File: config.mk
export PLATFORM = sky130hd
export DESIGN_NAME = fde_step_sequencer_flat
export DESIGN_NICKNAME = d
export VERILOG_FILES = /design/src/rtl/cpu_ctrl_pkg.sv /design/src/rtl/fde_step_sequencer_if.sv /design/src/rtl/mem_wait_timer.sv /design/src/rtl/fde_step_sequencer.sv /design/src/flat_wrapper.sv
export SDC_FILE = /design/constraint.sdc
export NUM_CORES = 1
export LEC_CHECK = 0
export CAP_MARGIN = 20
export CORE_ASPECT_RATIO = 0.75
export CORE_MARGIN = 2
export CORE_UTILIZATION = 50
export DETAILED_ROUTE_END_ITERATION = 16
export GPL_TIMING_DRIVEN = 0
export PLACE_DENSITY = 0.79
export SLEW_MARGIN = 20
export SYNTH_ARGS = -nofsm -noshare
export SYNTH_HDL_FRONTEND = slang
export SYNTH_SLANG_ARGS = --single-unit
File: constraint.sdc
create_clock -name clk -period 2.5 [get_ports clk]
set_clock_uncertainty 0.2 [all_clocks]
set_input_delay 0.75 -clock clk [delete_from_list [all_inputs] [get_ports clk]]
set_output_delay 0.75 -clock clk [all_outputs]
set_load 0.01 [all_outputs]
File: src/rtl/cpu_ctrl_pkg.sv
// rtl/cpu_ctrl_pkg.sv - shared state encoding and defaults for the fetch/decode/execute sequencer
package cpu_ctrl_pkg;

  localparam int WAIT_MAX_DEF = 8;
  localparam int CNT_W_DEF    = 16;

  typedef enum logic [2:0] {
    S_IDLE,
    S_FETCH,
    S_DECODE,
    S_MEM,
    S_EXEC,
    S_WB,
    S_HALTED,
    S_FAULT
  } state_e;

  // FETCH and MEM are the only states that wait on the memory handshake
  function automatic logic is_wait_state(state_e s);
    return (s == S_FETCH) || (s == S_MEM);
  endfunction

endpackage

File: src/rtl/fde_step_sequencer_if.sv
// rtl/fde_step_sequencer_if.sv - memory request/handshake bundle between sequencer and memory
interface fde_step_sequencer_if;

  logic mem_rd;
  logic mem_wr;
  logic mem_ready;

  modport master (output mem_rd, output mem_wr, input mem_ready);
  modport slave  (input mem_rd, input mem_wr, output mem_ready);

endinterface

File: src/rtl/mem_wait_timer.sv
// rtl/mem_wait_timer.sv - counts unanswered memory-wait cycles and flags the timeout cycle
module mem_wait_timer #(
  parameter int WAIT_MAX = 8
) (
  input  logic clk,
  input  logic reset,
  input  logic clear,
  input  logic count,
  output logic expire
);

  logic [7:0] cnt_q, cnt_d;

  always_comb begin
    cnt_d = cnt_q;
    if (clear) begin
      cnt_d = '0;
    end else if (count) begin
      cnt_d = cnt_q + 8'd1;
    end
  end

  always_ff @(posedge clk) begin
    if (reset) begin
      cnt_q <= '0;
    end else begin
      cnt_q <= cnt_d;
    end
  end

  // Fires on the WAIT_MAX-th consecutive cycle without mem_ready
  assign expire = count && (cnt_q == 8'(WAIT_MAX - 1));

endmodule

File: src/rtl/fde_step_sequencer.sv
// rtl/fde_step_sequencer.sv - multi-cycle fetch/decode/execute control sequencer with run/step, memory timeout and retire counter
module fde_step_sequencer
  import cpu_ctrl_pkg::*;
#(
  parameter int WAIT_MAX = WAIT_MAX_DEF,
  parameter int CNT_W    = CNT_W_DEF
) (
  input  logic                    clk,
  input  logic                    reset,
  input  logic                    run,
  input  logic                    step,
  input  logic                    halt_req,
  input  logic                    dec_mem,
  input  logic                    dec_store,
  input  logic                    dec_wb,
  input  logic                    dec_halt,
  fde_step_sequencer_if.master    mem,
  output logic                    pc_en,
  output logic                    ir_en,
  output logic                    mdr_en,
  output logic                    wb_en,
  output logic                    busy,
  output logic                    halted,
  output logic                    fault,
  output logic [CNT_W-1:0]        instr_cnt
);

  state_e             state_q, state_d;
  logic               single_q, single_d;
  logic               store_q, store_d;
  logic               wbl_q, wbl_d;
  logic [CNT_W-1:0]   cnt_q, cnt_d;
  logic               wait_expire;
  logic               in_wait;

  assign in_wait = is_wait_state(state_q);

  mem_wait_timer #(.WAIT_MAX(WAIT_MAX)) u_wait (
    .clk    (clk),
    .reset  (reset),
    .clear  (!in_wait),
    .count  (in_wait && !mem.mem_ready),
    .expire (wait_expire)
  );

  always_ff @(posedge clk) begin
    if (reset) begin
      state_q  <= S_IDLE;
      single_q <= 1'b0;
      store_q  <= 1'b0;
      wbl_q    <= 1'b0;
      cnt_q    <= '0;
    end else begin
      state_q  <= state_d;
      single_q <= single_d;
      store_q  <= store_d;
      wbl_q    <= wbl_d;
      cnt_q    <= cnt_d;
    end
  end

  always_comb begin
    state_d  = state_q;
    single_d = single_q;
    store_d  = store_q;
    wbl_d    = wbl_q;
    cnt_d    = cnt_q;
    case (state_q)
      S_IDLE: begin
        if (step) begin
          state_d  = S_FETCH;
          single_d = 1'b1;
        end else if (run && !halt_req) begin
          state_d  = S_FETCH;
          single_d = 1'b0;
        end
      end
      S_FETCH: begin
        if (mem.mem_ready)    state_d = S_DECODE;
        else if (wait_expire) state_d = S_FAULT;
      end
      S_DECODE: begin
        store_d = dec_store;
        wbl_d   = dec_wb;
        if (dec_halt)     state_d = S_HALTED;
        else if (dec_mem) state_d = S_MEM;
        else              state_d = S_EXEC;
      end
      S_MEM: begin
        if (mem.mem_ready)    state_d = S_WB;
        else if (wait_expire) state_d = S_FAULT;
      end
      S_EXEC: state_d = S_WB;
      S_WB: begin
        cnt_d = cnt_q + CNT_W'(1);
        if (single_q || halt_req || !run) state_d = S_IDLE;
        else                              state_d = S_FETCH;
      end
      S_HALTED: state_d = S_HALTED;
      S_FAULT:  state_d = S_FAULT;
      default:  state_d = S_IDLE;
    endcase
  end

  always_comb begin
    mem.mem_rd = 1'b0;
    mem.mem_wr = 1'b0;
    pc_en      = 1'b0;
    ir_en      = 1'b0;
    mdr_en     = 1'b0;
    wb_en      = 1'b0;
    case (state_q)
      S_FETCH: begin
        mem.mem_rd = 1'b1;
        ir_en      = mem.mem_ready;
        pc_en      = mem.mem_ready;
      end
      S_MEM: begin
        mem.mem_wr = store_q;
        mem.mem_rd = !store_q;
        mdr_en     = mem.mem_ready && !store_q;
      end
      S_WB:    wb_en = wbl_q;
      default: ;
    endcase
  end

  assign busy      = (state_q != S_IDLE) && (state_q != S_HALTED) && (state_q != S_FAULT);
  assign halted    = (state_q == S_HALTED);
  assign fault     = (state_q == S_FAULT);
  assign instr_cnt = cnt_q;

endmodule

File: src/flat_wrapper.sv
// flat-port wrapper written by rule: the top's interface ports become plain ports
module fde_step_sequencer_flat import cpu_ctrl_pkg::*;
#(
  parameter int WAIT_MAX = WAIT_MAX_DEF,
  parameter int CNT_W    = CNT_W_DEF
)
  (clk, reset, run, step, halt_req, dec_mem, dec_store, dec_wb, dec_halt, pc_en, ir_en, mdr_en, wb_en, busy, halted, fault, instr_cnt, mem_mem_rd, mem_mem_wr, mem_mem_ready);
  fde_step_sequencer_if mem_i ();
  input  logic clk;
  input  logic reset;
  input  logic run;
  input  logic step;
  input  logic halt_req;
  input  logic dec_mem;
  input  logic dec_store;
  input  logic dec_wb;
  input  logic dec_halt;
  output logic pc_en;
  output logic ir_en;
  output logic mdr_en;
  output logic wb_en;
  output logic busy;
  output logic halted;
  output logic fault;
  output logic [CNT_W-1:0] instr_cnt;
  output wire logic [$bits(mem_i.mem_rd)-1:0] mem_mem_rd;
  output wire logic [$bits(mem_i.mem_wr)-1:0] mem_mem_wr;
  input wire logic [$bits(mem_i.mem_ready)-1:0] mem_mem_ready;
  assign mem_mem_rd = mem_i.mem_rd;
  assign mem_mem_wr = mem_i.mem_wr;
  assign mem_i.mem_ready = mem_mem_ready;
  fde_step_sequencer #(.WAIT_MAX(WAIT_MAX), .CNT_W(CNT_W)) u_core (.clk(clk), .reset(reset), .run(run), .step(step), .halt_req(halt_req), .dec_mem(dec_mem), .dec_store(dec_store), .dec_wb(dec_wb), .dec_halt(dec_halt), .mem(mem_i), .pc_en(pc_en), .ir_en(ir_en), .mdr_en(mdr_en), .wb_en(wb_en), .busy(busy), .halted(halted), .fault(fault), .instr_cnt(instr_cnt));
endmodule
Word-level counts from Yosys, hierarchy flattened --
Cells that the tools add are included.
Word-level totals: output and inout port bits 25, input port bits 10, bits in registers 30, logic and storage cells 54
Cells by class: reduce and logical (&&, ||, !) cells 18, eq/ne operators 11, add/subtract/negate cells 2, bitwise logic cells 1, multiplexer cells 16
Operators by type and width (count):
- $pmux W3 S8 | 1
- $mux W3 | 7
- $add A16 B1 Y16 const B | 1
- $eq A3 B3 Y1 const B | 4
- $add A8 B1 Y8 const B | 1
- $eq A8 B3 Y1 const B | 1
- $mux W1 | 7
- $eq A3 B2 Y1 const B | 2
- $logic_and A1 B1 Y1 | 6
- $ne A3 B3 Y1 const B | 2
- $logic_not A1 Y1 | 4
- $eq A3 B1 Y1 const B | 1
- $logic_not A3 Y1 | 1
- $logic_or A1 B1 Y1 | 3
- $ne A3 B2 Y1 const B | 1
- $reduce_bool A3 Y1 | 1
- $pmux W1 S2 | 1
- $reduce_and A2 Y1 | 1
- $reduce_bool A2 Y1 | 1
- $reduce_or A2 Y1 | 1
- $not A1 Y1 | 1

Longest topological paths before layout --
depth in word-level cells 7, mapped depth 6, depth with buffers taken out 5

Hierarchy --
From an unflattened synthesis, not the netlist that was laid out.
Unflattened totals: cell total of the unflattened synthesis 181, area, all modules 1486.4 um^2
Modules (own cells, without submodules):
- fde_step_sequencer | area each 1128.6 um^2, cells each 141, instances 1, sequential area each 440.4 um^2
- mem_wait_timer | area each 357.8 um^2, cells each 40, instances 1, sequential area each 160.2 um^2

Least setup slack after synthesis --
No wires, ideal clock.
path type input to output, start point input mem_mem_ready, end point output pc_en, data required time 1.550 ns, stages on the path 4, arrival time 1.411 ns, path slack 0.139 ns, path buffers 2, path through buf_6 nand2_1 nor3_1 buf_4
On the way: longest elaborated chain between the ends 1
RTL lines:
- from (decl) | RTL line flat_wrapper.sv:28 | input wire logic [$bits(mem_i.mem_ready)-1:0] mem_mem_ready;
- $mux W1
- to (decl) | RTL line flat_wrapper.sv:18 | output logic pc_en;
Every way passes these cells.

Final worst setup path --
start point input mem_mem_ready, end point output mdr_en
On the way: longest elaborated chain between the ends 2
RTL lines:
- $logic_and A1 B1 Y1 | RTL line fde_step_sequencer.sv:121 | mdr_en = mem.mem_ready && !store_q;
- $mux W1 | RTL line fde_step_sequencer.sv:112 | case (state_q)
- to (decl) | RTL line flat_wrapper.sv:20 | output logic mdr_en;
Every way passes these cells.

==> flow_summary.json <==
{
  "cts_hold_buf": 0,
  "synth_fp_nets": 193,
  "avgSynthCellArea_um2": 8.89,
  "routed_via_density": 5.53,
  "fmax_mhz": 411,
  "power.leakage_nw": 0.843,
  "ys.flop_type": "dfxtp_1",
  "finalNetCount": 235,
  "r2r-end": "u_core.instr_cnt[13]",
  "drt_wl_total_mm": 3.71,
  "ys_ff_latch": 30,
  "r2r-start": "u_core.instr_cnt[0]",
  "ant_nets": 0,
  "num_rows": 17,
  "cts_buffers": 5,
  "initial_core_util": 0.537,
  "hold_viol_final": 0,
  "layout_common_cells": "nor2_1, dfxtp_1, clkdlybuf4s50_1, nand3_1",
  "min_period_over_period": 0.973,
  "nFillCells": 215,
  "crit_type": "in -> out",
  "rsz0062_at_grt": "false",
  "die-area_mm2": 0.00369,
  "grt_use_met3": 0.0533,
  "cts_tree": "done",
  "die_h_um": 53.1,
  "worst_slack_ps": 67.6,
  "grt_start_max_net_pins": 11,
  "synth_edf_count": 0,
  "grt_first_pass_wirelength_mm": 6.20,
  "p_per_area_mw_per_mm2": 462,
  "synth-async-reset-ratio": 0,
  "cp_slowest_cell": "dlygate4sd2_1",
  "r2r_slack_ps": 660,
  "pre_cts_ws_ps": -227,
  "syn_to_final_growth_pct": 33.1,
  "path_clk_slew_ps": 70,
  "cts_root_buf": "clkbuf_8",
  "grt_most_used_layer": "met2",
  "use_met1": 0.249,
  "cpPeakStageDelay_ps": 310,
  "cp-end-kind": "primary output",
  "syn-instance-count": 181,
  "grt_usage": 0.221,
  "htree_levels": 2,
  "routedWlPerCell_um": 14.2,
  "cts_buffer_depth": 2,
  "ys_warn_count": 0,
  "route.detailed.drc": 0,
  "status": "complete, no violations",
  "setup_viol": 0,
  "worstSetupStartpointType": "input pin",
  "ir_drop_mv": 0.300,
  "core_mm2": 0.00300,
  "drv_cap": 0,
  "hold_ws_ps": 315,
  "multi_input_area_um2": 946,
  "min_to": "u_core.u_wait.cnt_q[7]",
  "synth_area_mm2": 0.00161,
  "synth_cell_types": 44,
  "num_vias": 1449,
  "crit_arrival_ps": 1480,
  "min_path_type": "reg -> reg",
  "dp_hpwl_mm": 2.61,
  "required_ps": 1550,
  "drt_iter0_markers": 76,
  "die_w_um": 69.5,
  "drive_gt1_frac": 0.165,
  "tightestPinTransition_ps": 469,
  "min-delay-start": "u_core.u_wait.cnt_q[7]",
  "slew_headroom": 0.687,
  "first_pass_iters": 4,
  "path_cells": "buf_6 > inv_1 > nor4b_1 > dlygate4sd2_1",
  "final_max_slew_viol_count": 0,
  "reg2reg_depth": 4,
  "period_needed_ps": 2430,
  "antenna_found_initial": 0,
  "hold-path-cell-count": 2,
  "finalSetupTns_ps": 0,
  "grt_pass1_vias": 1391,
  "ios": 35,
  "clock-sinks": 30,
  "met2_usage": 0.394,
  "overflow": 0,
  "clkLatencyLatePin_ps": 280,
  "regArea_um2": 604,
  "io_buffers": 33,
  "seq_area_frac_synth": 0.373,
  "n_antenna_cell": 0,
  "place.gp.congestion": 0.809,
  "cp_max_fo": 10
}
cell families after synthesis:
group / share of synthesized area
multiplexers: 0.0350
XOR/XNOR: 0.0925
flip-flops: 0.373
AO/OA/AOI/OAI: 0.0871
adder cells (fa/ha/maj): 0.0155
buffers and inverters: 0.0505
AND/OR/NAND/NOR: 0.346
state kept, by name, summed over array words and instances, names as in the netlist:
| name | count |
|---|---|
| u_core.single_q | 1 |
| u_core.instr_cnt | 16 |
| u_core.state_q | 3 |
| u_core.store_q | 1 |
| u_core.u_wait.cnt_q | 8 |
| u_core.wbl_q | 1 |
synth_stat cells (2+ instances only):
library cell   n  area, µm²
nand3_1       11       55.1
nor2b_1        3       18.8
ha_1           2       25.0
xor2_1         7       61.3
nand2_1       10       37.5
nor4_4         2       42.5
a211oi_1       2       15.0
nor2_1        29        109
nand2b_1       3       18.8
buf_2          2       10.0
nand4_1        4       25.0
nor3_1         6       30.0
nor4_2         2       25.0
and3_1         2       12.5
a21oi_1        7       35.0
nor3_2         3       30.0
clkbuf_1       4       15.0
xnor2_1       10       87.6
or3_1          2       12.5
and2b_1        2       15.0
nor3b_1        2       15.0
inv_1          4       15.0
mux2i_1        3       30.0
buf_6          2       22.5
buf_4          2       15.0
o21ai_0        8       40.0
dfxtp_1       30        601
worst max-delay path by stage:
stage          endpoint  depth (start not counted)  slack (ps)         startpoint
3_5_place_dp     mdr_en                          4        -230      mem_mem_ready
2_1_floorplan     pc_en                          4         140      mem_mem_ready
6_report         mdr_en                          4          70      mem_mem_ready
4_1_cts            busy                          4          60  u_core.state_q[0]
3_3_place_gp      pc_en                          5        -210      mem_mem_ready
5_1_grt          mdr_en                          4           1      mem_mem_ready
where the power goes:
part | switching [mW] | internal (mW)
Clock | 0.184 | 0.222
Combinational | 0.0477 | 0.0458
Sequential | 0.00639 | 0.483
layout make-up:
cell class	instances	area share
buffer	11	0.0485
tap	38	0.0222
timing repair buffer	35	0.156
inverter	4	0.00701
multi-input combinational	136	0.442
clock buffer	7	0.0403
sequential	30	0.282
clock inverter	1	0.00234
metrics by stage:
| stage | instances | utilization | area [µm²] | total power [mW] |
|---|---|---|---|---|
| after CTS | 262 | 0.714 | 2140 | 0.998 |
| after floorplan | 181 | - | 1610 | 0.549 |
| after global routing | 262 | 0.714 | 2140 | 1.02 |
| after detailed placement | 252 | 0.662 | 1990 | 0.588 |
| final | 262 | 0.714 | 2140 | 0.989 |
| after global placement | 252 | 0.662 | 1990 | 0.584 |
routing by layer:
metal | routed length (µm) | up-vias | share of wire
met1 | 1620 | 684 | 0.44
met3 | 163 | 11 | 0.044
met5 | 0 | - | 0
met2 | 1850 | 47 | 0.50
li1 | - | 707 | -
met4 | 74 | 0 | 0.020
repair_timing:
item,4_1_cts,5_1_grt
gates resized for setup,26,2
setup buffers,2,0
endpoints found under the setup margin,9,9
pin swaps,0,1
worst max-delay path, delay by kind of cell:
| family | cells | cell delay [ps] |
|---|---|---|
| buffers and inverters | 3 | 460 |
| AND/OR/NAND/NOR | 1 | 270 |
Power figures use the tool's default switching activity.
